**config.mk**
```make
export PLATFORM = sky130hd
export DESIGN_NAME = regfile_bypass_flat
export DESIGN_NICKNAME = d
export VERILOG_FILES = /design/src/rtl/rf_pkg.sv /design/src/rtl/regfile_bypass_if.sv /design/src/rtl/rf_read_port.sv /design/src/rtl/regfile_bypass.sv /design/src/flat_wrapper.sv
export SDC_FILE = /design/constraint.sdc
export NUM_CORES = 1
export LEC_CHECK = 0
export CAP_MARGIN = 10
export CORE_MARGIN = 5
export CORE_UTILIZATION = 45
export CTS_CLUSTER_DIAMETER = 60
export DETAILED_ROUTE_END_ITERATION = 16
export PLACE_DENSITY = 0.59
export SETUP_SLACK_MARGIN = 0.1
export SLEW_MARGIN = 20
export SYNTH_ARGS = -nofsm -noshare
export SYNTH_HDL_FRONTEND = slang
export SYNTH_SLANG_ARGS = --single-unit
```
**constraint.sdc**
```tcl
create_clock -name CLK -period 42.9 [get_ports CLK]
set_input_delay 4.29 -clock CLK [delete_from_list [all_inputs] [get_ports CLK]]
set_output_delay 4.29 -clock CLK [all_outputs]
set_load 0.01 [all_outputs]
```
**src/rtl/rf_pkg.sv**
```systemverilog
// Shared constants, select type and PC index helper for the pipeline register file.
package rf_pkg;
    localparam int RF_DATA_W = 32;
    localparam int RF_ADDR_W = 4;

    typedef logic [RF_ADDR_W-1:0] rf_sel_t;

    // The PC always lives in the highest-numbered register.
    function automatic int pc_idx(input int addr_w);
        return (1 << addr_w) - 1;
    endfunction
endpackage

```
**src/rtl/regfile_bypass_if.sv**
```systemverilog
// Register-file bus: three read ports, one write port, PC load path and issue/busy scoreboard signals.
interface regfile_bypass_if
    import rf_pkg::*;
#(
    parameter int DATA_W = RF_DATA_W,
    parameter int ADDR_W = RF_ADDR_W
);
    logic [ADDR_W-1:0] SA, SB, SD;
    logic [DATA_W-1:0] PA, PB, PD;
    logic [ADDR_W-1:0] C;
    logic [DATA_W-1:0] PW;
    logic              RFLd;
    logic [DATA_W-1:0] PCin;
    logic              HZPCld;
    logic [DATA_W-1:0] PCout;
    logic              ISSUE;
    logic [ADDR_W-1:0] ISSUE_DST;
    logic              BUSY_A, BUSY_B, BUSY_D;

    modport master (
        output SA, SB, SD, C, PW, RFLd, PCin, HZPCld, ISSUE, ISSUE_DST,
        input  PA, PB, PD, PCout, BUSY_A, BUSY_B, BUSY_D
    );

    modport slave (
        input  SA, SB, SD, C, PW, RFLd, PCin, HZPCld, ISSUE, ISSUE_DST,
        output PA, PB, PD, PCout, BUSY_A, BUSY_B, BUSY_D
    );
endinterface

```
**src/rtl/rf_read_port.sv**
```systemverilog
// One combinational read mux with optional write forwarding, zero-register and busy masking.
// Latency 0; no backpressure.
module rf_read_port
    import rf_pkg::*;
#(
    parameter int DATA_W  = RF_DATA_W,
    parameter int ADDR_W  = RF_ADDR_W,
    parameter bit BYPASS  = 1'b1,
    parameter bit ZERO_R0 = 1'b0
) (
    input  logic [(1<<ADDR_W)-1:0][DATA_W-1:0] i_regs,
    input  logic [(1<<ADDR_W)-1:0]             i_busy,
    input  logic [ADDR_W-1:0]                  i_sel,
    input  logic                               i_wr_vld,
    input  logic [ADDR_W-1:0]                  i_wr_addr,
    input  logic [DATA_W-1:0]                  i_wr_dat,
    output logic [DATA_W-1:0]                  o_dat,
    output logic                               o_busy
);
    logic w_fwd;
    logic w_zero;

    // i_wr_vld already excludes discarded R0 writes and writes during reset.
    assign w_fwd  = BYPASS && i_wr_vld && (i_wr_addr == i_sel);
    assign w_zero = ZERO_R0 && (i_sel == '0);

    always_comb begin
        o_dat  = i_regs[i_sel];
        o_busy = i_busy[i_sel];
        if (w_zero) begin
            o_dat  = '0;
            o_busy = 1'b0;
        end else if (w_fwd) begin
            o_dat  = i_wr_dat;
            o_busy = 1'b0;
        end
    end
endmodule

```
**src/rtl/regfile_bypass.sv**
```systemverilog
// Parametrised register file with PC in the top register, write bypass and pending-write scoreboard.
// Reads combinational, writes/busy updates take effect at the next edge; no backpressure.
module regfile_bypass
    import rf_pkg::*;
#(
    parameter int DATA_W  = RF_DATA_W,
    parameter int ADDR_W  = RF_ADDR_W,
    parameter bit BYPASS  = 1'b1,
    parameter bit ZERO_R0 = 1'b0
) (
    input  logic             CLK,
    input  logic             RST,
    regfile_bypass_if.slave  bus
);
    localparam int                NREGS  = 1 << ADDR_W;
    localparam int                PC_IDX = pc_idx(ADDR_W);
    localparam logic [ADDR_W-1:0] PC_SEL = PC_IDX[ADDR_W-1:0];

    logic [NREGS-1:0][DATA_W-1:0] r_regs;
    logic [NREGS-1:0]             r_busy;
    logic [NREGS-1:0]             w_busy_nxt;
    logic                         w_wr_ok;

    // Writes seen while RST is high must not leak through the forwarding path.
    assign w_wr_ok = bus.RFLd && !RST && !(ZERO_R0 && (bus.C == '0));

    always_ff @(posedge CLK or posedge RST) begin
        if (RST) begin
            r_regs <= '0;
        end else begin
            if (w_wr_ok && (bus.C != PC_SEL))
                r_regs[bus.C] <= bus.PW;
            if (w_wr_ok && (bus.C == PC_SEL))
                r_regs[PC_IDX] <= bus.PW;
            else if (bus.HZPCld)
                r_regs[PC_IDX] <= bus.PCin;
        end
    end

    // Clear first, then set, so a new producer supersedes the retiring one.
    always_comb begin
        w_busy_nxt = r_busy;
        if (bus.RFLd)
            w_busy_nxt[bus.C] = 1'b0;
        if (bus.ISSUE && !(ZERO_R0 && (bus.ISSUE_DST == '0)))
            w_busy_nxt[bus.ISSUE_DST] = 1'b1;
    end

    always_ff @(posedge CLK or posedge RST) begin
        if (RST)
            r_busy <= '0;
        else
            r_busy <= w_busy_nxt;
    end

    assign bus.PCout = r_regs[PC_IDX];

    rf_read_port #(.DATA_W(DATA_W), .ADDR_W(ADDR_W), .BYPASS(BYPASS), .ZERO_R0(ZERO_R0)) u_rp_a (
        .i_regs(r_regs), .i_busy(r_busy), .i_sel(bus.SA),
        .i_wr_vld(w_wr_ok), .i_wr_addr(bus.C), .i_wr_dat(bus.PW),
        .o_dat(bus.PA), .o_busy(bus.BUSY_A)
    );

    rf_read_port #(.DATA_W(DATA_W), .ADDR_W(ADDR_W), .BYPASS(BYPASS), .ZERO_R0(ZERO_R0)) u_rp_b (
        .i_regs(r_regs), .i_busy(r_busy), .i_sel(bus.SB),
        .i_wr_vld(w_wr_ok), .i_wr_addr(bus.C), .i_wr_dat(bus.PW),
        .o_dat(bus.PB), .o_busy(bus.BUSY_B)
    );

    rf_read_port #(.DATA_W(DATA_W), .ADDR_W(ADDR_W), .BYPASS(BYPASS), .ZERO_R0(ZERO_R0)) u_rp_d (
        .i_regs(r_regs), .i_busy(r_busy), .i_sel(bus.SD),
        .i_wr_vld(w_wr_ok), .i_wr_addr(bus.C), .i_wr_dat(bus.PW),
        .o_dat(bus.PD), .o_busy(bus.BUSY_D)
    );
endmodule
```
**src/flat_wrapper.sv**
```systemverilog
// flat-port wrapper written by rule: the top's interface ports become plain ports
module regfile_bypass_flat import rf_pkg::*;
#(
    parameter int DATA_W  = RF_DATA_W,
    parameter int ADDR_W  = RF_ADDR_W,
    parameter bit BYPASS  = 1'b1,
    parameter bit ZERO_R0 = 1'b0
)
  (CLK, RST, bus_SA, bus_SB, bus_SD, bus_C, bus_PW, bus_RFLd, bus_PCin, bus_HZPCld, bus_ISSUE, bus_ISSUE_DST, bus_PA, bus_PB, bus_PD, bus_PCout, bus_BUSY_A, bus_BUSY_B, bus_BUSY_D);
  regfile_bypass_if #(.DATA_W(DATA_W), .ADDR_W(ADDR_W)) bus_i ();
  input  logic CLK;
  input  logic RST;
  input wire logic [$bits(bus_i.SA)-1:0] bus_SA;
  input wire logic [$bits(bus_i.SB)-1:0] bus_SB;
  input wire logic [$bits(bus_i.SD)-1:0] bus_SD;
  input wire logic [$bits(bus_i.C)-1:0] bus_C;
  input wire logic [$bits(bus_i.PW)-1:0] bus_PW;
  input wire logic [$bits(bus_i.RFLd)-1:0] bus_RFLd;
  input wire logic [$bits(bus_i.PCin)-1:0] bus_PCin;
  input wire logic [$bits(bus_i.HZPCld)-1:0] bus_HZPCld;
  input wire logic [$bits(bus_i.ISSUE)-1:0] bus_ISSUE;
  input wire logic [$bits(bus_i.ISSUE_DST)-1:0] bus_ISSUE_DST;
  output wire logic [$bits(bus_i.PA)-1:0] bus_PA;
  output wire logic [$bits(bus_i.PB)-1:0] bus_PB;
  output wire logic [$bits(bus_i.PD)-1:0] bus_PD;
  output wire logic [$bits(bus_i.PCout)-1:0] bus_PCout;
  output wire logic [$bits(bus_i.BUSY_A)-1:0] bus_BUSY_A;
  output wire logic [$bits(bus_i.BUSY_B)-1:0] bus_BUSY_B;
  output wire logic [$bits(bus_i.BUSY_D)-1:0] bus_BUSY_D;
  assign bus_i.SA = bus_SA;
  assign bus_i.SB = bus_SB;
  assign bus_i.SD = bus_SD;
  assign bus_i.C = bus_C;
  assign bus_i.PW = bus_PW;
  assign bus_i.RFLd = bus_RFLd;
  assign bus_i.PCin = bus_PCin;
  assign bus_i.HZPCld = bus_HZPCld;
  assign bus_i.ISSUE = bus_ISSUE;
  assign bus_i.ISSUE_DST = bus_ISSUE_DST;
  assign bus_PA = bus_i.PA;
  assign bus_PB = bus_i.PB;
  assign bus_PD = bus_i.PD;
  assign bus_PCout = bus_i.PCout;
  assign bus_BUSY_A = bus_i.BUSY_A;
  assign bus_BUSY_B = bus_i.BUSY_B;
  assign bus_BUSY_D = bus_i.BUSY_D;
  regfile_bypass #(.DATA_W(DATA_W), .ADDR_W(ADDR_W), .BYPASS(BYPASS), .ZERO_R0(ZERO_R0)) u_core (.CLK(CLK), .RST(RST), .bus(bus_i));
endmodule
```
Word-level counts from Yosys, hierarchy flattened
Index checks and enable logic that the tools add are counted.

$add $sub $neg: 0. Multipliers: 0. Divide/modulo/power cells: 0. Order comparisons: 7. Eq/ne operators: 5. Shifts and indexed selects: 0. Mux-type cells: 30. Bitwise logic cells: 3. Reduce and logical (&&, ||, !) cells: 10.

Operators by type and width (count): bitwise mux 512 bit (1); two-way mux 512 bit (1); binary-select mux 32 bit (select 4 bit) (3); two-way mux 32 bit (9); demux 32 bit (select 4 bit) (1); two-way mux 16 bit (2); < comparator 4 x 5 -> 1 bit, second input constant (5); bitwise AND 16 bit (1); inverter 16 bit (1); bitwise OR 16 bit (1); binary-select mux 1 bit (select 4 bit) (3); == test 4 bit (3); demux 1 bit (select 4 bit) (2); >= comparator 4 x 1 -> 1 bit, second input constant (2); logical AND 1 bit (8); two-way mux 1 bit (8); == test 4 bit, second input constant (1); != test 4 bit, second input constant (1); nonzero test 3 bit (1); zero test 1 bit (1).

Register bits after elaboration: 528. Latch bits: 0. Memory bits (writable): 0. Memory bits (read-only): 0. Input port bits: 89. Logic and storage cells: 72. Memories: 0.

Longest topological paths before layout
Depth after elaboration: 9. Gate-level depth with buffers: 7. Mapped depth without buffers: 4.

By module
Synthesis repeated with hierarchy kept, for this count alone.

Cells, all modules: 2226. Area total of the unflattened synthesis: 33414.5 µm².

By module, submodules not included: regfile_bypass (times used 1, cells an instance 1275, area each 20442.1 µm², sequential area each 13212.7 µm²); rf_read_port (times used 3, cells an instance 317, area each 4324.1 µm², sequential area each 0.0 µm²).

Least setup slack after synthesis
Ideal clock, no wire load.

Kind: input to output. Start point: input bus_SB[1]. End point: output bus_PB[13]. Data arrival time: 5.827 ns. Data required time: 38.610 ns. Setup slack: 32.783 ns. Cell stages on the path: 7. Buffers on the path: 3. Cell sequence: buf_2 -> buf_2 -> clkbuf_1 -> mux4_2 -> a22oi_1 -> nand2_1 -> mux2_2.

Longest elaborated chain between the ends: 3. Elaborated cells between the ends (all ways): 5.

Ends and longest elaborated chain: from (decl) (RTL line flat_wrapper.sv:14) `input wire logic [$bits(bus_i.SB)-1:0] bus_SB;`; binary-select mux 32 bit (select 4 bit) or == test 4 bit (tied branches) (RTL line rf_read_port.sv:28, rf_read_port.sv:24); two-way mux 32 bit (implied by the code) or logical AND 1 bit (tied branches) (RTL line rf_read_port.sv:28, rf_read_port.sv:24); two-way mux 32 bit * (RTL line rf_read_port.sv:33) `end else if (w_fwd) begin`; to (decl) (RTL line flat_wrapper.sv:24) `output wire logic [$bits(bus_i.PB)-1:0] bus_PB;`.

Mark *: on every way between the ends. The rest lies on a longest branch, timed or not. The select of a mux whose other input is x is not followed.

Worst setup path after layout
Start point: input bus_SA[0]. End point: output bus_PA[31].

Longest elaborated chain between the ends: 3. Elaborated cells between the ends (all ways): 5.

Ends and longest elaborated chain: from (decl) (RTL line flat_wrapper.sv:13) `input wire logic [$bits(bus_i.SA)-1:0] bus_SA;`; binary-select mux 32 bit (select 4 bit) or == test 4 bit (tied branches) (RTL line rf_read_port.sv:28, rf_read_port.sv:24); two-way mux 32 bit (implied by the code) or logical AND 1 bit (tied branches) (RTL line rf_read_port.sv:28, rf_read_port.sv:24); two-way mux 32 bit * (RTL line rf_read_port.sv:33); to (decl) (RTL line flat_wrapper.sv:23) `output wire logic [$bits(bus_i.PA)-1:0] bus_PA;`.

Marks and branches as above.

==> out/metrics.yaml <==
clock_network:
  cts_resized: 0
  clock_latency_ns: 0.59
  cts_hold_buf: 0
  cts_buffers: 67
  cts_root_buf: "clkbuf_16"
  cts_tree: "done"
  clock_sinks: 528
  clk_pin_slew_worst_paths_ns: 0.06
  cts_setup_buffers: 0
  htree_levels: 3
  clockBufferDepth: 3
worst_hold_path:
  hold_class: "flip-flop to flip-flop"
route:
  wl_mm: 109
  viasPerCell: 6.80
  drc: 0
  vias: 22800
  drt.antenna.violating_nets: 0
  dr.pass1.iters: 6
  wire_per_inst_um: 32.4
  drtIter0Drc: 2306
yosys:
  avgSynthCellArea_um2: 14.9
  synthMuxAreaShare: 0.479
  synth.distinct_cells: 38
  ys_warn_count: 0
  synthCells: 2289
  ys_ff_latch: 528
  synth_xor_area_frac: 0.00308
  synth_fa_ha_area_frac: 0
  synth-simple-area-share: 0.0247
  synth_compound_area_frac: 0.0503
  synth_top_family_by_area: "multiplexers"
  syn_nets: 2378
  ys_seq_area_frac: 0.387
  synth_area_um2: 34200
die:
  dieHeight_um: 286
  start_util: 0.452
  rows: 101
  die_x_um: 286
  dieArea_um2: 81500
  ioPinCount: 220
  coreArea_um2: 75600
sta:
  finalHoldViolCount: 0
  report.final.slew_viol_count: 0
  setup_tns_ns: 0
  rsz0062_at_grt: "no"
  fmax_mhz: 78.8
  setup_viol: 0
  period_needed_ns: 12.69
  timing.slew.headroom: 0.326
  finClkSkew_ns: 0
  tightest_slew_ns: 1.01
  fin_crit_sh: 0.296
worst_setup_path:
  end_kind: "output port"
  cp.required_ns: 38.61
  path_max_fanout: 51
  cp-start-kind: "input pin"
  path_common_cell: "buf_4"
  cp_cell_sequence: "clkbuf_8, buf_4, buf_4, mux4_1, a22oi_1, nand2_1, mux2_2, clkdlybuf4s50_1"
  arrival_ns: 8.40
  cp_top_family: "buffers and inverters"
  worstSetupPathType: "input pin to output port"
  max_stage_delay_ns: 0.88
  crit_slowest_cell: "buf_4"
  cp_num_buf_inv: 4
cells_and_area:
  stdcell_count: 3359
  final_cell_mix: "mux2_2, dfrtp_1, mux4_2"
  finalNetCount: 2419
  n_antenna_cell: 0
  final_common_cell: "mux2_2"
  syn2layout_area_growth_pct: 12.7
  layout-drive-gt1-share: 0.453
outcome:
  status: "completed"
power:
  powerDensity_nw_per_um2: 44.8
  ir_drop_mv: 0.0265
  p_leak_uw: 0.0163
  p_total_uw: 1720
global_routing:
  grt_pass1_wl_mm: 163
  antenna_found_initial: 0
  track_usage: 0.266
  grt_max_degree: 126
  grt_pass1_vias: 24100
  grt.overflow.total: 0
placement:
  io_buffers: 219
  dp.cells: 3238
  hpwl_mm: 63.7
  place.gp.congestion: 0.817
job:
  max-cap-violations: 0
## stage by stage
step | worst slack, ns | instance area [um2] | util | hold WS (ns)
2_1_floorplan | 23.86 | 34200 | - | 0.493
4_1_cts | 30.11 | 38500 | 0.509 | 0.535
6_report | 30.21 | 38500 | 0.510 | 0.532
3_3_place_gp | 30.17 | 36200 | 0.479 | 0.510
3_5_place_dp | 30.11 | 36200 | 0.479 | 0.522
5_1_grt | 29.89 | 38500 | 0.510 | 0.556
## cell families (layout without fill, tap and decap cells)
group,after synthesis,in the layout
DFF,528,528
AOI/OAI and AO/OA,250,250
buffers and inverters,298,390
xor gates and xnor gates,12,12
muxes,1010,1010
and+or+nand+nor,191,191
## path summary, 6_finish.rpt
check	start	endpoint	slack, ns	cells after the start
setup / recovery	bus_SA[0]	bus_PA[31]	30.21	8
hold / removal	u_core.r_regs[420]	u_core.r_regs[420]	0.53	1
setup reg to reg	u_core.bus.PCout[21]	u_core.bus.PCout[21]	42.00	2
hold reg to reg	u_core.r_regs[420]	u_core.r_regs[420]	0.53	1
max in group asynchronous	RST	u_core.r_regs[107]	36.16	4
min in group asynchronous	RST	u_core.r_busy[3]	4.37	2
## state kept, by name, indices dropped and copies added, names as in the netlist
register,flops
u_core.r_regs,480
u_core.bus.PCout,32
u_core.r_busy,16
## Yosys cell counts, drive strengths merged
library cell	n	area share
mux2	576	0.19
dfrtp	528	0.39
mux4	402	0.28
buf	189	0.038
a22oi	186	0.041
nand2	138	0.015
clkbuf	91	0.013
o21ai	63	0.0092
mux2i	32	0.0094
dlygate4sd1	12	0.0031
nor2	12	0.0013
xnor2	9	0.0023
nand2b	8	0.0015
nor2b	8	0.0015
and2	6	0.0011
nand3	6	0.00088
dlymetal6s2s	5	0.0018
nand3b	4	0.00088
nand4	3	0.00092
xor2	3	0.00077
nor3b	2	0.00073
or2	2	0.00037
inv	1	0.00011
nand4b	1	0.00026
nor3	1	0.00015
o31ai	1	0.00022
## metal layers
| metal | global-route usage | wire length (um) | share of wire |
|---|---|---|---|
| met5 | 0 | 0 | 0 |
| met4 | 0.0890 | 3980 | 0.037 |
| met3 | 0.0613 | 8700 | 0.080 |
| met2 | 0.427 | 51900 | 0.48 |
| met1 | 0.361 | 44300 | 0.41 |
## power by group
part	switching, uW	total [uW]	leakage (uW)	internal (uW)
Clock	225	576	0.00110	351
Sequential	92.2	686	0.00670	594
Combinational	175	462	0.00854	287
## area by class of cell
cell class	count	area [um2]
well taps	978	1220
inverters	1	11.3
repair buffers	269	2600
multi-input cells	1463	19200
clock buffers	98	1980
clock inverters	22	280
fillers	6327	37100
flip-flops and latches	528	13200
Power figures use the tool's default switching activity.
